===== src/rtl/step_driver.sv =====
// Turns the pulse generator's step-rate square wave into fixed-width STEP pulses
// with DIR setup time, a bounded move length and signed position tracking.
module step_driver #(
  parameter int unsigned PULSE_W   = 13,
  parameter int unsigned DIR_SETUP = 7
) (
  input  logic        sysclk,
  input  logic        reset_n,
  input  logic        pulse_in,
  input  logic        dir_in,
  input  logic        start,
  input  logic [31:0] target_steps,
  input  logic        enable,
  input  logic        clr_pos,
  output logic        step_out,
  output logic        dir_out,
  output logic [31:0] position,
  output logic [31:0] steps_done,
  output logic        busy,
  output logic        done,
  output logic        overrun
);

  typedef enum logic [2:0] {
    S_IDLE,
    S_SETUP,
    S_RUN,
    S_HIGH,
    S_DONE
  } state_t;

  localparam logic [7:0] PW_LAST    = 8'(PULSE_W - 1);
  localparam logic [7:0] SETUP_LAST = 8'(DIR_SETUP - 1);

  state_t      state_q, state_d;
  logic [2:0]  sync_q, sync_d;
  logic [7:0]  cnt_q, cnt_d;
  logic        step_out_q, step_out_d;
  logic        dir_out_q, dir_out_d;
  logic [31:0] position_q, position_d;
  logic [31:0] steps_done_q, steps_done_d;
  logic [31:0] target_q, target_d;
  logic        done_q, done_d;
  logic        overrun_q, overrun_d;
  logic        abort_q, abort_d;
  logic        step_inc;
  logic        pulse_rise;

  // sync_q[1:0] is the two-stage synchronizer, sync_q[2] the edge-detect delay
  assign pulse_rise = sync_q[1] & ~sync_q[2];

  always_comb begin
    state_d      = state_q;
    sync_d       = {sync_q[1:0], pulse_in};
    cnt_d        = cnt_q;
    step_out_d   = step_out_q;
    dir_out_d    = dir_out_q;
    steps_done_d = steps_done_q;
    target_d     = target_q;
    done_d       = (state_q == S_DONE);
    overrun_d    = overrun_q;
    abort_d      = abort_q;
    step_inc     = 1'b0;

    case (state_q)
      S_IDLE: begin
        if (start && enable) begin
          target_d     = target_steps;
          steps_done_d = '0;
          overrun_d    = 1'b0;
          abort_d      = 1'b0;
          cnt_d        = '0;
          if (target_steps == 32'd0) begin
            state_d = S_DONE;
          end else if (dir_in != dir_out_q) begin
            dir_out_d = dir_in;
            state_d   = S_SETUP;
          end else begin
            state_d = S_RUN;
          end
        end
      end
      S_SETUP: begin
        if (pulse_rise) overrun_d = 1'b1;
        if (!enable) begin
          state_d = S_IDLE;
        end else if (cnt_q == SETUP_LAST) begin
          cnt_d   = '0;
          state_d = S_RUN;
        end else begin
          cnt_d = cnt_q + 8'd1;
        end
      end
      S_RUN: begin
        if (!enable) begin
          state_d = S_IDLE;
        end else if (pulse_rise) begin
          step_out_d   = 1'b1;
          step_inc     = 1'b1;
          steps_done_d = steps_done_q + 32'd1;
          cnt_d        = '0;
          state_d      = S_HIGH;
        end
      end
      S_HIGH: begin
        if (pulse_rise) overrun_d = 1'b1;
        // An abort seen at any point of the high time is remembered until it ends
        if (!enable) abort_d = 1'b1;
        if (cnt_q == PW_LAST) begin
          step_out_d = 1'b0;
          cnt_d      = '0;
          if (abort_q || !enable) begin
            state_d = S_IDLE;
          end else if (steps_done_q == target_q) begin
            state_d = S_DONE;
          end else begin
            state_d = S_RUN;
          end
        end else begin
          cnt_d = cnt_q + 8'd1;
        end
      end
      S_DONE: begin
        state_d = S_IDLE;
      end
      default: begin
        state_d    = S_IDLE;
        step_out_d = 1'b0;
      end
    endcase
  end

  // clr_pos wins over a coincident step
  always_comb begin
    position_d = position_q;
    if (clr_pos) begin
      position_d = '0;
    end else if (step_inc) begin
      position_d = dir_out_q ? position_q + 32'd1 : position_q - 32'd1;
    end
  end

  always_ff @(posedge sysclk or negedge reset_n) begin
    if (!reset_n) begin
      state_q      <= S_IDLE;
      sync_q       <= '0;
      cnt_q        <= '0;
      step_out_q   <= 1'b0;
      dir_out_q    <= 1'b1;
      position_q   <= '0;
      steps_done_q <= '0;
      target_q     <= '0;
      done_q       <= 1'b0;
      overrun_q    <= 1'b0;
      abort_q      <= 1'b0;
    end else begin
      state_q      <= state_d;
      sync_q       <= sync_d;
      cnt_q        <= cnt_d;
      step_out_q   <= step_out_d;
      dir_out_q    <= dir_out_d;
      position_q   <= position_d;
      steps_done_q <= steps_done_d;
      target_q     <= target_d;
      done_q       <= done_d;
      overrun_q    <= overrun_d;
      abort_q      <= abort_d;
    end
  end

  assign step_out   = step_out_q;
  assign dir_out    = dir_out_q;
  assign position   = position_q;
  assign steps_done = steps_done_q;
  assign busy       = (state_q != S_IDLE);
  assign done       = done_q;
  assign overrun    = overrun_q;

endmodule


===== config.mk =====
export PLATFORM = sky130hd
export DESIGN_NAME = step_driver
export DESIGN_NICKNAME = d
export VERILOG_FILES = /design/src/rtl/step_driver.sv
export SDC_FILE = /design/constraint.sdc
export NUM_CORES = 1
export LEC_CHECK = 0
export ABC_AREA = 0
export CAP_MARGIN = 15
export CORE_MARGIN = 2
export CORE_UTILIZATION = 30
export CTS_CLUSTER_SIZE = 30
export DETAILED_ROUTE_END_ITERATION = 7
export PLACE_DENSITY_LB_ADDON = 0.05
export SLEW_MARGIN = 20
export SYNTH_ARGS = -nofsm -noshare
export SYNTH_HDL_FRONTEND = slang
export SYNTH_SLANG_ARGS = --single-unit

===== constraint.sdc =====
create_clock -name sysclk -period 3.4 [get_ports sysclk]
set_input_delay 0.51 -clock sysclk [delete_from_list [all_inputs] [get_ports sysclk]]
set_output_delay 0.51 -clock sysclk [all_outputs]
set_load 0.005 [all_outputs]

==> qor.csv, run 1 <==
metric,value,unit
clock_path_buffers,2,
route.vias.total,6532,
p_total,0.00585,W
wl_per_cell,17.4,um
synth_edf_count,0,
ys_warn_count,0,
crit_end,position[24],
holdBufCountCts,0,
cts_root_buf,clkbuf_16,
dr.pass1.iters,4,
postCtsSetupBuffers,0,
p_leak,4.20,nW
layout-drive-gt1-share,7.43,%
fp.dieArea,25500,um^2
grt_max_degree,82,
ctsResizeCount,0,
num-nets-final,1043,
period_minus_slack,3.07,ns
reg2reg_depth,11,
globalRouteOverflowTotal,0,
r2r_slack,0.33,ns
syn_nets,929,
syn_avg_cell_area,8.49,um^2
hold_viol_final,0,
antenna_cells,0,
timing.rr.end,position[24],
syn-instance-count,855,
slew_headroom,51.6,%
rsz0062_at_grt,false,
fin_skew,0.0101,ns
rows,56,
critPathLaunch,dir_out,
min_path_type,input pin to asynchronous set/reset pin,
worst_setup_path_end_kind,flip-flop,
io_pins,108,
drc_errors,0,
syn_to_final_growth,29.2,%
finalCritPeriodShare,90.4,%
finalWirelength,22600,um
synth.area.top_cells,"dfrtp_1 (39%), nand2_1 (9.6%), xor2_1 (6.8%)",
synth.top_cell.area_share,39.3,%
critPathKind,flip-flop to flip-flop,
core,23600,um^2
cts_tree,done,
ys_types,72,
port_buffers,107,
ys_seq_elements,115,
yosysSeqAreaShare,39.7,%
yosysMostFrequentCell,nand2_1,
async_reset_ff_share,100,%
first_global_vias,6574,
gp_routability_congestion,0.798,
slew_viol_final,0,
synth-main-ff-cell,dfrtp_1,
hpwl,16600,um
vias_per_cell,5.02,
status,finished clean,
critical_path_required,3.70,ns
power.density,624,nW/um^2
clock_sinks,115,
yosysTopAreaCell,dfrtp_1,
clk_latency,0.42,ns
die_h,160,um
start_util,30.7,%
ir_drop,0.000265,V
drt-initial-drc-count,306,
grt_pass1_wl,36900,um
antenna_left,0,
critPathArrivalTime,3.37,ns
max_cap_viol_count,0,
syn_area,7260,um^2
numCtsBuffers,17,
track_usage,18.2,%
fin_tns_setup,0,ns
tightest_slew,0.719,ns
cp_max_fo,19,
final-setup-viol-count,0,
fmax,325,MHz
antenna_found_initial,0,
reg2reg_from,dir_out,
clkTransAtPathRegs,0.06,ns
die_w,160,um
crit_path_start_kind,flip-flop,
synth_common_cells,"nand2_1 (185), dfrtp_1 (114), a21oi_1 (66)",
cts.htree.levels,4,
==> layout by cell type (no fill, tap or decap), drive strengths merged, types with 5 or more instances in the layout <==
cell type	synthesis	layout
inv	17	20
nor3b	5	5
o21ai	52	52
dfrtp	114	114
clkdlybuf4s50	0	106
nand2	186	186
xnor2	19	19
nand3b	5	5
a211oi	12	12
nand3	23	23
a31oi	11	11
nor4	19	19
or3	12	12
xor2	56	56
o21bai	5	5
clkinvlp	0	7
o21a	9	9
o211ai	6	6
buf	10	23
ha	34	34
o31ai	5	5
clkbuf	24	17
nor2b	7	7
nor3	9	9
nand4	18	18
and3	15	15
nor2	60	60
a21oi	66	66
a21o	15	15
==> worst max-delay path: stages (launching register included) <==
cell	delay [ns]
dfstp_2	0.52
inv_1	0.14
buf_12	0.21
fa_1	0.48
a21oi_1	0.21
o21ai_1	0.17
nand4_1	0.18
nand2_1	0.07
a31oi_1	0.36
nor2_1	0.10
o311a_1	0.29
a32o_1	0.21
==> cell families after synthesis <==
logic type | Yosys count | share of synthesized area, %
AND/OR/NAND/NOR | 368 | 23.6
AO/OA/AOI/OAI | 208 | 18.1
flip-flops | 115 | 39.7
XOR/XNOR | 75 | 9.05
buffers and inverters | 51 | 2.98
adder cells (fa/ha/maj) | 35 | 6.14
multiplexers | 3 | 0.448
==> where the power goes <==
group | leakage, nW | internal [W] | total [W] | switching [W]
combinational | 2.40 | 0.000904 | 0.00218 | 0.00128
sequential | 1.54 | 0.00163 | 0.00186 | 0.000233
clock | 0.264 | 0.00108 | 0.00180 | 0.000721
total | 4.20 | 0.00362 | 0.00585 | 0.00223
==> state kept, by name, summed over array words and instances, names as in the netlist <==
signal,flops
cnt_q,8
dir_out,1
target_q,32
steps_done,32
done,1
sync_q,3
abort_q,1
overrun,1
position,32
step_out,1
state_q,3
==> stage by stage <==
step | instance area [um^2] | worst slack, ns | hold WS, ns | util (%) | cells
after global placement | 8790 | 0.179 | 0.334 | 37.2 | 1269
after detailed placement | 8790 | 0.190 | 0.340 | 37.2 | 1269
after global routing | 9380 | 0.115 | 0.0734 | 39.7 | 1301
after CTS | 9380 | 0.299 | 0.0551 | 39.7 | 1301
after floorplan | 7260 | 0.318 | 0.214 | - | 855
final | 9380 | 0.326 | 0.0493 | 39.7 | 1301
==> routing by layer <==
layer	up-vias	wire, um	track usage, %	part of all wire [%]
li1	3252	-	-	-
met1	3159	11800	26.8	52
met2	108	9810	27.2	43
met3	13	725	3.67	3.2
met4	0	292	4.71	1.3
met5	-	0	0	0
==> how the worst min path moves through the flow <==
stage                    from            to  slack, ns  depth (start not counted)
detailed placement  sync_q[0]     sync_q[1]       0.34                          0
global route          reset_n  target_q[21]       0.07                          1
floorplan             reset_n       abort_q       0.21                          0
finish                reset_n  target_q[21]       0.05                          1
global placement    sync_q[0]     sync_q[1]       0.33                          0
CTS                   reset_n  target_q[21]       0.06                          1
==> final cells by class <==
cell class	count	area, um^2
tap	319	399
fill	2403	14200
sequential	115	2880
clock inverter	15	158
multi-input combinational	689	4180
timing repair buffer	129	1270
clock buffer	17	425
inverter	17	63.8
(Power assumes the default switching activity.)
==> run 2: changes to the inputs <==
--- a/config.mk
+++ b/config.mk
@@ -7,8 +7,7 @@
 export LEC_CHECK = 0
 export ABC_AREA = 0
 export CAP_MARGIN = 15
-export CORE_MARGIN = 2
-export CORE_UTILIZATION = 30
+export CORE_UTILIZATION = 35
 export CTS_CLUSTER_SIZE = 30
 export DETAILED_ROUTE_END_ITERATION = 7
 export PLACE_DENSITY_LB_ADDON = 0.05
==> run 2 against run 1 <==
  * Hold slack improved by 0.010 ns
  * Total power rose by 0.96%
  * Setup slack got worse by 0.0034 ns
  * Highest routed layer unchanged
  * First-iteration DRC count fell by 5.2%
  * Via count fell by 2.1%
  * Count of clock-buffer cells in the layout rose by 2
  * Clock power rose by 9%
  * Die area fell by 16%
  * Sequential power barely moved
  * Register-to-register slack barely moved
  * Critical endpoint is now position[31]
  * Cell area fell by 0.87%
  * Final cell count fell by 4.4%
==> qor.csv, run 2 (same netlist as run 1, synthesis figures left out) <==
metric,value,unit
max_cap_viol_count,0,
cts_root_buf,clkbuf_16,
place_area,8650,um^2
final_cell_area,9300,um^2
io_pins,108,
drc_errors,0,
cp_common_cell,o211ai_1,
slew_viol_final,0,
start_util,35.8,%
final-setup-viol-count,0,
holdBufCountCts,0,
ctsResizeCount,0,
fmax,325,MHz
grt_max_degree,76,
clk_latency,0.43,ns
ir_drop,0.000316,V
mostFrequentLayoutCells,"nand2_1 (185), dfrtp_1 (114), clkdlybuf4s50_1 (106)",
period_minus_slack,3.08,ns
slowest_delay,0.59,ns
wl_per_cell,16.6,um
port_buffers,107,
tightest_slew,0.667,ns
p_leak,4.20,nW
clock_path_buffers,2,
postCtsSetupBuffers,0,
rsz0062_at_grt,false,
hpwl,15200,um
num-nets-final,1035,
mostFrequentLayoutCell,nand2_1,
path_cells,"inv_1, buf_4, ha_1, o211ai_1, o211ai_1, a31oi_1, o21a_2, a21bo_1, nor4_1, nand3b_1, mux2_1",
clkTransAtPathRegs,0.06,ns
layout-drive-gt1-share,6.67,%
crit_slowest_cell,dfstp_2,
critical_path_required,3.70,ns
hold_viol_final,0,
globalRouteOverflowTotal,0,
worst-path-buf-inv,2,
clock_sinks,115,
critPathKind,flip-flop to flip-flop,
fp.dieArea,21300,um^2
first_global_vias,6266,
die_h,146,um
antenna_found_initial,0,
gp_routability_congestion,0.887,
cts_tree,done,
syn_to_final_growth,28.0,%
min_path_type,input pin to asynchronous set/reset pin,
fin_tns_setup,0,ns
slew_headroom,55.5,%
core,20300,um^2
die_w,146,um
cts.htree.levels,4,
finalCritPeriodShare,90.5,%
route.vias.total,6395,
status,finished clean,
dr.pass1.iters,4,
cp_max_fo,17,
numCtsBuffers,17,
power.density,636,nW/um^2
finalWirelength,20700,um
track_usage,20.3,%
drt-initial-drc-count,290,
rows,52,
antenna_cells,0,
crit_path_start_kind,flip-flop,
critPathTopFamily,compound AO/OA/AOI/OAI gates,
grt_pass1_wl,34100,um
worst_setup_path_end_kind,flip-flop,
fin_skew,0.0110,ns
antenna_left,0,
vias_per_cell,5.14,
critPathArrivalTime,3.38,ns
[run 2: final timing paths]
path	start	end	slack (ns)	cells after the start
worst max-delay path	dir_out	position[31]	0.32	11
worst min-delay path	reset_n	steps_done[28]	0.06	1
worst max register to register	dir_out	position[31]	0.32	11
worst min register to register	sync_q[0]	sync_q[1]	0.35	0
max in group asynchronous	reset_n	dir_out	2.50	2
min in group sysclk	sync_q[0]	sync_q[1]	0.35	0
[run 2: per-stage QoR]
step                      instances  setup WS, ns  hold WS, ns  utilization (%)  power (W)
after global placement         1212         0.368        0.337             42.6    0.00396
after floorplan                 855         0.318        0.214                -    0.00330
after global routing           1244        0.0926       0.0920             45.8    0.00634
after detailed placement       1212         0.346        0.339             42.6    0.00396
after CTS                      1244         0.327       0.0738             45.8    0.00598
final                          1244         0.323       0.0593             45.8    0.00591
[run 2: final cells by class]
type,instances,area [um^2]
flip-flops and latches,115,2880
fillers,2050,11000
well taps,270,338
clock buffers,19,453
multi-input cells,689,4180
repair buffers,121,1190
inverters,17,63.8
clock inverters,13,195
[run 2: worst reg2reg max path, cell delays in order (launching register included)]
cell	delay, ns
dfstp_2	0.59
inv_1	0.07
buf_4	0.20
ha_1	0.39
o211ai_1	0.18
o211ai_1	0.22
a31oi_1	0.17
o21a_2	0.27
a21bo_1	0.21
nor4_1	0.21
nand3b_1	0.14
mux2_1	0.31
[run 2: layer usage]
layer  track usage, %  routed length, um  up-vias
met5                0                  0        -
met4             4.74                203        0
met3             4.28                748       19
met2             32.4               9480      118
met1             28.2              10200     3015
li1                 -                  -     3243
[run 2: report_power, final]
group	total [W]	switching [W]	internal, W
clock network	0.00197	0.000698	0.00128
logic	0.00207	0.00122	0.000855
registers	0.00186	0.000231	0.00163
==> run 3: changes to the inputs <==
--- a/config.mk
+++ b/config.mk
@@ -6,11 +6,11 @@
 export NUM_CORES = 1
 export LEC_CHECK = 0
 export ABC_AREA = 0
-export CAP_MARGIN = 15
 export CORE_UTILIZATION = 35
 export CTS_CLUSTER_SIZE = 30
 export DETAILED_ROUTE_END_ITERATION = 7
 export PLACE_DENSITY_LB_ADDON = 0.05
+export REMOVE_ABC_BUFFERS = 1
 export SLEW_MARGIN = 20
 export SYNTH_ARGS = -nofsm -noshare
 export SYNTH_HDL_FRONTEND = slang
==> run 3 against run 2 <==
  * Die area did not move
  * Routed wire length fell by 0.74%
  * Combinational power rose by 2%
  * Highest routed layer unchanged
==> qor.csv, run 3 (same netlist as run 1, synthesis figures left out) <==
metric,value,unit
hpwl,14700,um
holdBufCountCts,0,
die_h,146,um
mostFrequentLayoutCells,"nand2_1 (185), dfrtp_1 (114), clkdlybuf4s50_1 (106)",
globalRouteOverflowTotal,0,
numCtsBuffers,17,
status,finished clean,
timing.rr.end,position[24],
vias_per_cell,5.19,
slowest_delay,0.53,ns
clk_latency,0.43,ns
rows,52,
clock_path_buffers,2,
critPathTopFamily,compound AO/OA/AOI/OAI gates,
slew_headroom,58.2,%
hold_viol_final,0,
cts_root_buf,clkbuf_16,
final_util,45.8,%
path_cells,"inv_1, buf_12, ha_1, a211oi_1, o21ai_1, nand4_1, nand2_1, a31oi_1, nor2_1, o311a_1, a32o_1",
finalWirelength,20500,um
reg2reg_from,dir_out,
track_usage,20.0,%
grt_pass1_wl,33600,um
fin_tns_setup,0,ns
antenna_found_initial,0,
layout-drive-gt1-share,6.86,%
final_cell_area,9310,um^2
postCtsSetupBuffers,0,
antenna_cells,0,
grt_max_degree,63,
final-setup-viol-count,0,
max_cap_viol_count,0,
drt-initial-drc-count,291,
mostFrequentLayoutCell,nand2_1,
worst_setup_path_end_kind,flip-flop,
critPathKind,flip-flop to flip-flop,
fin_skew,0.0105,ns
port_buffers,107,
drc_errors,0,
r2r_slack,0.36,ns
min_path_type,input pin to asynchronous set/reset pin,
worst-path-buf-inv,2,
syn_to_final_growth,28.2,%
critical_path_required,3.71,ns
crit_path_start_kind,flip-flop,
reg2reg_depth,11,
gp_routability_congestion,0.858,
fillers,2034,
io_pins,108,
finalCritPeriodShare,89.3,%
hold_slack,0.101,ns
core,20300,um^2
place_area,8690,um^2
fp.dieArea,21300,um^2
clock_sinks,115,
dr.pass1.iters,5,
critPathArrivalTime,3.34,ns
fmax,329,MHz
slew_viol_final,0,
power.density,634,nW/um^2
tightest_slew,0.627,ns
cts.htree.levels,4,
p_leak,4.20,nW
start_util,35.8,%
clkTransAtPathRegs,0.06,ns
num-nets-final,1037,
first_global_vias,6323,
period_minus_slack,3.04,ns
cts_tree,done,
antenna_left,0,
rsz0062_at_grt,false,
die_w,146,um
crit_slowest_cell,dfstp_2,
ctsResizeCount,0,
route.vias.total,6462,
cp_max_fo,32,
ir_drop,0.000347,V
cp.depth,11,
wl_per_cell,16.5,um
## run 3: cell types whose count changed in the layout (fill, tap and decap cells not counted), sizes merged
cell | previous run | this run
buf | 15 | 17
clkbuf | 19 | 17
clkinv | 2 | 4
inv | 21 | 23
bufinv | 4 | 3
clkinvlp | 3 | 2
## run 3: area by class of cell
cell class	count	area (um^2)	share of cell area [%]
timing repair buffer	123	1230	13.2
sequential	115	2880	30.9
tap	270	338	3.63
clock inverter	15	194	2.08
clock buffer	17	425	4.57
inverter	17	63.8	0.686
multi-input combinational	689	4180	44.9
## run 3: worst max-delay path by stage
stage,from,endpoint
2_1_floorplan,state_q[2],steps_done[10]
3_3_place_gp,dir_out,position[24]
3_5_place_dp,dir_out,position[24]
4_1_cts,dir_out,position[24]
5_1_grt,dir_out,position[24]
6_report,dir_out,position[24]
## run 3: metal layers
metal | global-route usage (%) | wire (um) | vias up
met2 | 31.7 | 9380 | 141
met1 | 27.3 | 9980 | 3052
met3 | 4.00 | 809 | 30
li1 | - | - | 3239
met4 | 6.46 | 353 | 0
met5 | 0 | 0 | -
## run 3: metrics by stage
step	power (W)	std cells	setup slack, ns
2_1_floorplan	0.00326	821	0.180
5_1_grt	0.00632	1246	0.195
3_3_place_gp	0.00402	1214	0.478
6_report	0.00590	1246	0.364
3_5_place_dp	0.00400	1214	0.438
4_1_cts	0.00596	1246	0.382
## run 3: where the power goes
group | switching (W) | leakage, nW | internal (W)
Sequential | 0.000233 | 1.54 | 0.00163
Clock | 0.000744 | 0.299 | 0.00117
Combinational | 0.00123 | 2.37 | 0.000886
